==> src/rtl/sirv_d_beat_gatherer.sv <==
// rtl/sirv_d_beat_gatherer.sv - gathers single-byte D beats into one full-width D response
// Header fields come from the first beat; errors are OR-accumulated over the message.
module sirv_d_beat_gatherer #(
   parameter int OUT_BYTES = 4,
   parameter int SRC_W     = 2
) (
   input  logic                   clock,
   input  logic                   reset,
   output logic                   enq_ready,
   input  logic                   enq_valid,
   input  logic [2:0]             enq_bits_opcode,
   input  logic [1:0]             enq_bits_param,
   input  logic [2:0]             enq_bits_size,
   input  logic [SRC_W-1:0]       enq_bits_source,
   input  logic                   enq_bits_error,
   input  logic [7:0]             enq_bits_data,
   input  logic                   deq_ready,
   output logic                   deq_valid,
   output logic [2:0]             deq_bits_opcode,
   output logic [1:0]             deq_bits_param,
   output logic [2:0]             deq_bits_size,
   output logic [SRC_W-1:0]       deq_bits_source,
   output logic                   deq_bits_error,
   output logic [8*OUT_BYTES-1:0] deq_bits_data,
   output logic                   busy,
   output logic                   full
);

   localparam int LG = $clog2(OUT_BYTES);

   typedef enum logic {COLLECT = 1'b0, FULL = 1'b1} state_t;

   state_t                 state_q;
   logic [LG-1:0]          cnt_q;
   logic [2:0]             opcode_q;
   logic [1:0]             param_q;
   logic [2:0]             size_q;
   logic [SRC_W-1:0]       source_q;
   logic                   error_q;
   logic [8*OUT_BYTES-1:0] data_q;
   logic [8*OUT_BYTES-1:0] data_d;
   logic                   error_d;

   logic          enq_fire;
   logic          deq_fire;
   logic          first_beat;
   logic [2:0]    cur_size;
   logic [LG-1:0] last_idx;
   logic          last_beat;

   assign full       = (state_q == FULL);
   assign deq_valid  = full;
   assign busy       = (cnt_q != '0);
   assign enq_ready  = ~full | deq_ready;
   assign enq_fire   = enq_valid & enq_ready;
   assign deq_fire   = deq_valid & deq_ready;
   assign first_beat = (cnt_q == '0);

   // The size of an in-flight message lives in size_q; only the first beat uses the live field.
   assign cur_size  = first_beat ? enq_bits_size : size_q;
   assign last_beat = (cnt_q == last_idx);

   always_comb begin
      last_idx = '1;
      if (cur_size < 3'(LG))
         last_idx = LG'((32'd1 << cur_size) - 32'd1);
   end

   always_comb begin
      data_d  = data_q;
      error_d = error_q;
      if (enq_fire) begin
         if (first_beat) begin
            data_d  = '0;
            error_d = enq_bits_error;
         end else begin
            error_d = error_q | enq_bits_error;
         end
         data_d[{cnt_q, 3'b000} +: 8] = enq_bits_data;
      end
   end

   always_ff @(posedge clock or posedge reset) begin
      if (reset) begin
         state_q  <= COLLECT;
         cnt_q    <= '0;
         opcode_q <= '0;
         param_q  <= '0;
         size_q   <= '0;
         source_q <= '0;
         error_q  <= 1'b0;
         data_q   <= '0;
      end else begin
         data_q  <= data_d;
         error_q <= error_d;
         if (deq_fire && !enq_fire)
            state_q <= COLLECT;
         if (enq_fire) begin
            if (first_beat) begin
               opcode_q <= enq_bits_opcode;
               param_q  <= enq_bits_param;
               size_q   <= enq_bits_size;
               source_q <= enq_bits_source;
            end
            if (last_beat) begin
               cnt_q   <= '0;
               state_q <= FULL;
            end else begin
               cnt_q   <= cnt_q + LG'(1);
               state_q <= COLLECT;
            end
         end
      end
   end

   assign deq_bits_opcode = opcode_q;
   assign deq_bits_param  = param_q;
   assign deq_bits_size   = size_q;
   assign deq_bits_source = source_q;
   assign deq_bits_error  = error_q;
   assign deq_bits_data   = data_q;

endmodule

==> config.mk <==
export PLATFORM = sky130hd
export DESIGN_NAME = sirv_d_beat_gatherer
export DESIGN_NICKNAME = d
export VERILOG_FILES = /design/src/rtl/sirv_d_beat_gatherer.sv
export SDC_FILE = /design/constraint.sdc
export NUM_CORES = 1
export LEC_CHECK = 0
export ABC_CLOCK_PERIOD_IN_PS = 1800
export CORE_ASPECT_RATIO = 1.5
export CORE_MARGIN = 1.5
export CORE_UTILIZATION = 41
export CTS_CLUSTER_SIZE = 20
export DETAILED_ROUTE_END_ITERATION = 12
export PLACE_DENSITY = 0.76
export SYNTH_ARGS = -nofsm -noshare
export SYNTH_HDL_FRONTEND = slang
export SYNTH_SLANG_ARGS = --single-unit
==> constraint.sdc <==
create_clock -name clock -period 1.8 [get_ports clock]
set_input_delay 0.18 -clock clock [delete_from_list [all_inputs] [get_ports clock]]
set_output_delay 0.18 -clock clock [all_outputs]
set_load 0.1 [all_outputs]
==> impl_metrics.py, run 1 <==
metrics = {
    "outcome": {
        "status": "finished, final reports clean",
    },
    "placed_design": {
        "gp_congestion": 0.807,
        "dp_cells": 337,
        "port_buffers": 69,
        "placed_area_sq_um": 2820,
        "dpl.hpwl_mm": 3.55,
    },
    "routing": {
        "firstDrtPassIters": 4,
        "vias_per_cell": 4.93,
        "num_vias": 1702,
        "wl_mm": 4.69,
        "drc": 0,
        "drt_iter0_drc": 49,
        "drtAntennaViolNets": 0,
        "wl_per_cell_um": 13.6,
    },
    "worst_setup_path": {
        "critPathKind": "reg2out",
        "r2r_slack_ps": 150,
        "cp-end-kind": "output pin",
        "critPathLaunchType": "register",
        "arrival_ps": 1480,
        "critPathMaxFanout": 10,
        "crit_required_ps": 1620,
    },
    "clock_tree": {
        "cts_max_level": 2,
        "root_buffer": "clkbuf_8",
        "numCtsBuffers": 5,
        "clock_sinks": 46,
        "clkLatencyLatePin_ps": 300,
        "clkTransAtPathRegs_ps": 90,
        "cts_tree": "yes",
        "hold_buffers": 0,
        "clockBufferDepth": 2,
        "postCtsSetupRepairBufs": 0,
        "cts_resized": 0,
    },
    "timing": {
        "finalMaxSlewViolations": 0,
        "setup_violations": 0,
        "skew_ps": 8.32,
        "slew_headroom_pct": 59.9,
        "rsz0062_at_grt": "false",
        "finalHoldViolCount": 0,
        "period_share_pct": 92.4,
        "hold_ws_ps": 212,
        "period_needed_ps": 1660,
        "timing.fmax_ghz": 0.601,
        "worstMarginPinSlew_ps": 600,
    },
    "hold_path": {
        "hp-class": "in2async",
    },
    "synth": {
        "synthMuxAreaShare_pct": 7.96,
        "seq_area_frac_synth_pct": 54.7,
        "synth-seq-cells": 46,
        "syn-instance-count": 205,
        "synth_simple_gate_area_share_pct": 16.5,
        "synth_fp_nets": 233,
        "yosys_warnings": 0,
        "yosysUniqueCellTypes": 31,
        "synth-adder-area-share_pct": 2.97,
        "synth.avg_cell_area_sq_um": 10.3,
        "async_flop_share_pct": 100,
        "synth_top_family_by_area": "simple AND/OR/NAND/NOR gates",
        "synth-edff-count": 0,
        "syn-cell-area_sq_um": 2110,
        "ys.flop_type": "dfrtp_1",
        "synthXorXnorAreaFrac_pct": 0,
        "synth_compound_area_share_pct": 10.8,
    },
    "grt": {
        "grt_pass1_vias": 1643,
        "grt_overflow_total": 0,
        "grt_pass1_wl_mm": 7.85,
        "antenna_found_initial": 0,
        "grtUsageTotal_pct": 18.6,
        "grt_max_degree": 27,
    },
    "die": {
        "ios": 70,
        "core_area_sq_um": 4890,
        "die_y_um": 90.8,
        "fp-row-count": 31,
        "dieWidth_um": 61.5,
        "fp.dieArea_sq_um": 5580,
        "initial_core_util_pct": 43.1,
    },
    "finish": {
        "drive_above_1_share_pct": 31.2,
        "layout_commonest_cell": "buf_4",
        "final_cells": 345,
        "antennaDiodeCount": 0,
        "n_fill_cell": 458,
        "area_delta_synth_final_pct": 38.0,
        "final_nets": 306,
        "layout_common_cells": "buf_4 (52), dfrtp_1 (44), nand2_1 (32), o21ai_1 (23), clkdlybuf4s50_1 (22)",
        "stdcell_area_sq_um": 2910,
    },
    "run": {
        "max_cap_violations": 0,
    },
}
layer usage:
layer | global-route usage, % | vias up | wire length, um
met5 | 0 | - | 0
met4 | 9.75 | 0 | 159
met3 | 3.87 | 12 | 272
met2 | 28.3 | 61 | 2350
met1 | 24.1 | 792 | 1910
li1 | - | 837 | -
layout make-up:
cell class | count | area (sq um) | area share [%]
clock buffers | 5 | 68.8 | 2.37
clock inverters | 3 | 21.3 | 0.732
inverters | 20 | 81.3 | 2.80
multi-input cells | 128 | 825 | 28.4
flip-flops and latches | 46 | 1160 | 39.8
well taps | 66 | 82.6 | 2.84
repair buffers | 77 | 671 | 23.1
path summary, 6_finish.rpt:
| kind | to | cells past startpoint | startpoint |
|---|---|---|---|
| setup / recovery | busy | 4 | cnt_q[0] |
| hold / removal | deq_bits_data[31] | 2 | reset |
| setup reg to reg | cnt_q[0] | 5 | cnt_q[0] |
| hold reg to reg | deq_bits_data[29] | 2 | deq_bits_data[29] |
| max in group asynchronous | deq_bits_data[23] | 3 | reset |
| min in group clock | deq_bits_error | 2 | enq_bits_error |
cell usage after synthesis (2+ instances only):
library cell   n  area [sq um]
a21oi_1        2          10.0
and3_1         2          12.5
and4_1         2          17.5
buf_2          5          25.0
buf_4          5          37.5
dfrtp_1       46          1150
ha_1           5          62.6
inv_1         20          75.1
mux2_2         2          22.5
mux2_4         9           135
nand2_1       32           120
nand3_1       20           100
nand4_1        2          12.5
nor3_1         3          15.0
nor3_2         2          20.0
o21ai_0       12          60.1
o21ai_1       22           110
state kept, by name, indices dropped and copies added, names as in the netlist:
| register | flops |
|---|---|
| deq_bits_source | 2 |
| cnt_q | 2 |
| deq_bits_size | 3 |
| deq_bits_data | 32 |
| deq_bits_param | 2 |
| deq_bits_error | 1 |
| deq_bits_opcode | 3 |
| deq_valid | 1 |
worst max-delay path, stage by stage, from the launching register on:
cell	delay [ps]
dfrtp_2	470
inv_4	110
ha_4	230
clkinvlp_4	170
buf_12	190
per-stage QoR:
step	TNS [ps]	setup slack (ps)	util, %
2_1_floorplan	-761	-95.1	-
3_3_place_gp	0	120	57.6
3_5_place_dp	0	95.5	57.6
4_1_cts	0	49.4	59.4
5_1_grt	0	17.2	59.4
6_report	0	137	59.4
logic make-up after synthesis:
group | count (synthesis)
and+or+nand+nor | 70
adders and majority gates | 5
muxes | 12
buffers and inverters | 31
DFF | 46
AOI/OAI and AO/OA | 41
Power of run 1 is not shown: default switching activity piles up to over one toggle a cycle in this logic, so the estimate is an artifact.
==> inputs of run 2 (changes only) <==
--- a/config.mk
+++ b/config.mk
@@ -5,12 +5,13 @@
 export SDC_FILE = /design/constraint.sdc
 export NUM_CORES = 1
 export LEC_CHECK = 0
-export ABC_CLOCK_PERIOD_IN_PS = 1800
+export ABC_CLOCK_PERIOD_IN_PS = 1790
 export CORE_ASPECT_RATIO = 1.5
 export CORE_MARGIN = 1.5
-export CORE_UTILIZATION = 41
+export CORE_UTILIZATION = 43
 export CTS_CLUSTER_SIZE = 20
 export DETAILED_ROUTE_END_ITERATION = 12
+export MAX_ROUTING_LAYER = met4
 export PLACE_DENSITY = 0.76
 export SYNTH_ARGS = -nofsm -noshare
 export SYNTH_HDL_FRONTEND = slang
==> constraint.sdc (replaced) <==
create_clock -name clock -period 1.79 [get_ports clock]
set_input_delay 0.179 -clock clock [delete_from_list [all_inputs] [get_ports clock]]
set_output_delay 0.179 -clock clock [all_outputs]
set_load 0.1 [all_outputs]
==> run 2 against run 1 <==
Against the previous run:
- critical path depth up 1
- via count up 0.18%
- hold slack worse by 44 ps
- die area down 4.5%
- clock skew up 0.96 ps
- setup slack worse by 26 ps
- count of clock-buffer cells in the layout up 1
- non-clock buffer count up 2
- core utilization up 1.9 points
- first-iteration DRC count up 4.1%
- global-route usage up 0.96 points
- sequential share of layout area down 0.32 points
- largest cell class unchanged
==> impl_metrics.py, run 2 (synthesis results as in run 1) <==
metrics = {
    "outcome": {
        "status": "finished, final reports clean",
    },
    "finish": {
        "antennaDiodeCount": 0,
        "drive_above_1_share_pct": 31.0,
        "final_nets": 308,
        "final_cells": 347,
        "largest_reg_flops": 32,
        "area_delta_synth_final_pct": 39.1,
        "layout_common_cells": "buf_4 (53), dfrtp_1 (44), nand2_1 (32), o21ai_1 (22), clkdlybuf4s50_1 (22)",
        "n_fill_cell": 430,
        "layout_commonest_cell": "buf_4",
    },
    "grt": {
        "grt_pass1_wl_mm": 7.61,
        "antenna_found_initial": 0,
        "grtUsageTotal_pct": 19.6,
        "grt_max_degree": 33,
        "grt_pass1_vias": 1699,
        "grt_overflow_total": 0,
    },
    "timing": {
        "timing.fmax_ghz": 0.595,
        "period_needed_ps": 1680,
        "finalHoldViolCount": 0,
        "finalMaxSlewViolations": 0,
        "worstMarginPinSlew_ps": 571,
        "period_share_pct": 93.8,
        "hold_ws_ps": 168,
        "worst_slack_ps": 111,
        "skew_ps": 9.28,
        "rsz0062_at_grt": "false",
        "setup_violations": 0,
        "slew_headroom_pct": 61.7,
    },
    "worst_setup_path": {
        "cpPeakStageDelay_ps": 390,
        "slowest_stage": "dfrtp_1",
        "critPathLaunchType": "register",
        "critPathKind": "reg2reg",
        "cp-end-kind": "register",
        "critical_path.cell_chain": "inv_2 -> ha_4 -> mux2_2 -> o311ai_0 -> o21ai_0",
        "arrival_ps": 1850,
        "r2r_slack_ps": 110,
        "crit_required_ps": 1960,
        "critPathMaxFanout": 10,
    },
    "clock_tree": {
        "hold_buffers": 0,
        "clkTransAtPathRegs_ps": 90,
        "clock_sinks": 46,
        "clkLatencyLatePin_ps": 300,
        "cts_resized": 0,
        "cts_tree": "yes",
        "clockBufferDepth": 2,
        "cts_max_level": 2,
        "root_buffer": "clkbuf_8",
        "numCtsBuffers": 5,
        "postCtsSetupRepairBufs": 0,
    },
    "die": {
        "die_y_um": 88.7,
        "fp-row-count": 31,
        "fp.dieArea_sq_um": 5330,
        "dieWidth_um": 60.1,
        "initial_core_util_pct": 44.1,
        "ios": 70,
        "core_area_sq_um": 4770,
    },
    "routing": {
        "num_vias": 1705,
        "drc": 0,
        "wl_mm": 4.57,
        "drtAntennaViolNets": 0,
        "vias_per_cell": 4.91,
        "wl_per_cell_um": 13.2,
        "drt_iter0_drc": 51,
        "firstDrtPassIters": 4,
    },
    "run": {
        "max_cap_violations": 0,
    },
    "placed_design": {
        "dpl.hpwl_mm": 3.46,
        "port_buffers": 69,
        "gp_congestion": 0.817,
        "pre_cts_slack_ps": 98.9,
        "dp_cells": 339,
    },
    "hold_path": {
        "hp-class": "in2async",
    },
}
-- run 2: changes by cell type in the layout (fill, tap and decap cells not counted) --
| cell | change |
|---|---|
| o311ai_0 | +1 |
| o311ai_1 | -1 |
| buf_12 | +1 |
| buf_4 | +1 |
| o21ai_1 | -1 |
| clkinvlp_4 | -1 |
| clkinv_1 | +1 |
| inv_2 | -1 |
| o21ai_0 | +1 |
| clkbuf_1 | +1 |
-- run 2: worst max-delay path: cells and delay by family (launching register included) --
family,cells,cell delay [ps]
multiplexers,1,370
AO/OA/AOI/OAI,2,410
buffers and inverters,1,130
adder cells (fa/ha/maj),1,250
flip-flops,1,390
-- run 2: area by class of cell --
class,instances,area [sq um],share of cell area (%)
Sequential cell,46,1160,39.5
Clock buffer,6,72.6,2.48
Clock inverter,2,13.8,0.470
Tap cell,66,82.6,2.82
Timing Repair Buffer,79,698,23.8
Multi-Input combinational cell,128,825,28.2
Inverter,20,81.3,2.78
-- run 2: metrics by stage --
stage	setup TNS [ps]	area (sq um)	util, %
after floorplan	-841	2160	-
after global placement	0	2840	59.6
after detailed placement	0	2840	59.6
after CTS	0	2930	61.4
after global routing	0	2930	61.4
final	0	2930	61.4
-- run 2: per-layer routing --
metal | part of all wire [%] | vias up | track usage, %
met1 | 42 | 802 | 22.4
li1 | - | 841 | -
met2 | 52 | 55 | 33.0
met3 | 5.1 | 7 | 5.26
met5 | 0 | - | -
met4 | 1.4 | 0 | 5.86
-- run 2: path summary, 6_finish.rpt --
path,from,end,depth (start not counted)
worst max-delay path,cnt_q[1],cnt_q[0],5
worst min register to register,deq_bits_data[8],deq_bits_data[8],2
worst max register to register,cnt_q[1],cnt_q[0],5
worst min-delay path,reset,deq_bits_size[2],2
min in group clock,deq_bits_data[8],deq_bits_data[8],2
max in group asynchronous,reset,deq_bits_data[26],3
Power of run 2 is left out for the same reason.
==> inputs of run 3 (changes only) <==
--- a/config.mk
+++ b/config.mk
@@ -12,7 +12,8 @@
 export CTS_CLUSTER_SIZE = 20
 export DETAILED_ROUTE_END_ITERATION = 12
 export MAX_ROUTING_LAYER = met4
-export PLACE_DENSITY = 0.76
+export PLACE_DENSITY = 0.73
+export SLEW_MARGIN = 10
 export SYNTH_ARGS = -nofsm -noshare
 export SYNTH_HDL_FRONTEND = slang
 export SYNTH_SLANG_ARGS = --single-unit
==> run 3 against run 2 <==
Against the previous run:
- routed wire length is 1.8% higher
- count of clock-buffer cells in the layout stayed put
- maximum frequency is 0.37% lower
- global-route usage is 0.18 points higher
- non-clock buffer count is 3 higher
- register-to-register slack hardly changed
- die area stayed put
- first-iteration DRC count is 5.9% higher
- core utilization is 0.89 points higher
- final cell count is 0.58% higher
- sequential share of layout area is 0.57 points lower
- cell area is 1.5% higher
- largest cell class unchanged
==> impl_metrics.py, run 3 (synthesis results as in run 1) <==
metrics = {
    "outcome": {
        "status": "finished, final reports clean",
    },
    "worst_setup_path": {
        "slowest_stage": "dfrtp_2",
        "crit_required_ps": 1610,
        "critPathKind": "reg2out",
        "critical_path.cell_chain": "inv_4 -> ha_4 -> buf_4 -> clkinvlp_4 -> buf_12",
        "cp.buffers_inverters": 4,
        "cpPeakStageDelay_ps": 470,
        "critPathMaxFanout": 8,
        "crit_family": "buffers and inverters",
        "arrival_ps": 1510,
        "critPathLaunchType": "register",
        "cp-end-kind": "output pin",
    },
    "finish": {
        "drive_above_1_share_pct": 32.2,
        "layout_common_cells": "buf_4 (57), dfrtp_1 (44), nand2_1 (32), o21ai_1 (22), clkdlybuf4s50_1 (22)",
        "area_delta_synth_final_pct": 41.1,
        "largest_reg_flops": 32,
        "layout_commonest_cell": "buf_4",
        "antennaDiodeCount": 0,
        "final_nets": 311,
    },
    "timing": {
        "slew_headroom_pct": 59.7,
        "finalHoldViolCount": 0,
        "period_needed_ps": 1690,
        "hold_ws_ps": 203,
        "finalMaxSlewViolations": 0,
        "setup_violations": 0,
        "timing.fmax_ghz": 0.593,
        "skew_ps": 6.14,
        "rsz0062_at_grt": "false",
        "worstMarginPinSlew_ps": 603,
        "period_share_pct": 94.2,
    },
    "routing": {
        "firstDrtPassIters": 4,
        "vias_per_cell": 4.90,
        "drt_iter0_drc": 54,
        "wl_per_cell_um": 13.3,
        "num_vias": 1709,
        "wl_mm": 4.65,
        "drtAntennaViolNets": 0,
        "drc": 0,
    },
    "clock_tree": {
        "clockBufferDepth": 2,
        "clkLatencyLatePin_ps": 300,
        "cts_max_level": 2,
        "clkTransAtPathRegs_ps": 80,
        "cts_tree": "yes",
        "root_buffer": "clkbuf_8",
        "numCtsBuffers": 5,
        "clock_sinks": 46,
        "hold_buffers": 0,
    },
    "die": {
        "core_area_sq_um": 4770,
        "fp.dieArea_sq_um": 5330,
        "initial_core_util_pct": 44.1,
        "fp-row-count": 31,
        "dieWidth_um": 60.1,
        "die_y_um": 88.7,
        "ios": 70,
    },
    "grt": {
        "grt_overflow_total": 0,
        "grt_max_degree": 22,
        "grtUsageTotal_pct": 19.8,
        "antenna_found_initial": 0,
        "grt_pass1_wl_mm": 7.58,
        "grt_pass1_vias": 1620,
    },
    "placed_design": {
        "dpl.hpwl_mm": 3.43,
        "gp_congestion": 0.819,
        "port_buffers": 69,
    },
    "hold_path": {
        "hp-class": "in2async",
    },
    "run": {
        "max_cap_violations": 0,
    },
}
run 3: what timing repair did:
item | in CTS | in global routing
setup endpoints to repair | 0 | 9
buffers inserted | 0 | 4
resized for setup | 0 | 2
run 3: final cells by class:
| type | instances | area (sq um) |
|---|---|---|
| fill | 428 | 1800 |
| sequential | 46 | 1160 |
| multi-input combinational | 128 | 831 |
| timing repair buffer | 82 | 708 |
| clock buffer | 6 | 82.6 |
| tap | 66 | 82.6 |
| inverter | 20 | 81.3 |
| clock inverter | 1 | 30.0 |
run 3: metrics by stage:
step                      setup slack [ps]  cells  TNS [ps]  area, sq um  util (%)
after CTS                             25.2    345         0         2940      61.5
after detailed placement              91.3    338         0         2820      59.2
after floorplan                       -105    205      -841         2160         -
after global routing                  16.9    349         0         2970      62.3
after global placement                 116    338         0         2820      59.2
final                                  104    349         0         2970      62.3
run 3: layer usage:
layer / global-route usage (%) / vias up / routed length (um)
met3: 4.53 / 11 / 252
met1: 24.3 / 795 / 2000
met2: 29.9 / 62 / 2250
met4: 10.3 / 0 / 149
met5: - / - / 0
li1: - / 841 / -
run 3: final timing paths:
check                                  start                  to  slack, ps  cells after the start
setup / recovery                    cnt_q[0]                busy        100                      5
hold / removal                         reset  deq_bits_source[0]        200                      2
setup reg to reg                    cnt_q[0]   deq_bits_data[10]        100                      7
hold reg to reg            deq_bits_data[11]   deq_bits_data[11]        490                      2
max in group asynchronous              reset   deq_bits_data[14]       1000                      3
min in group clock            enq_bits_error      deq_bits_error        490                      2
Power of run 3 is left out for the same reason.
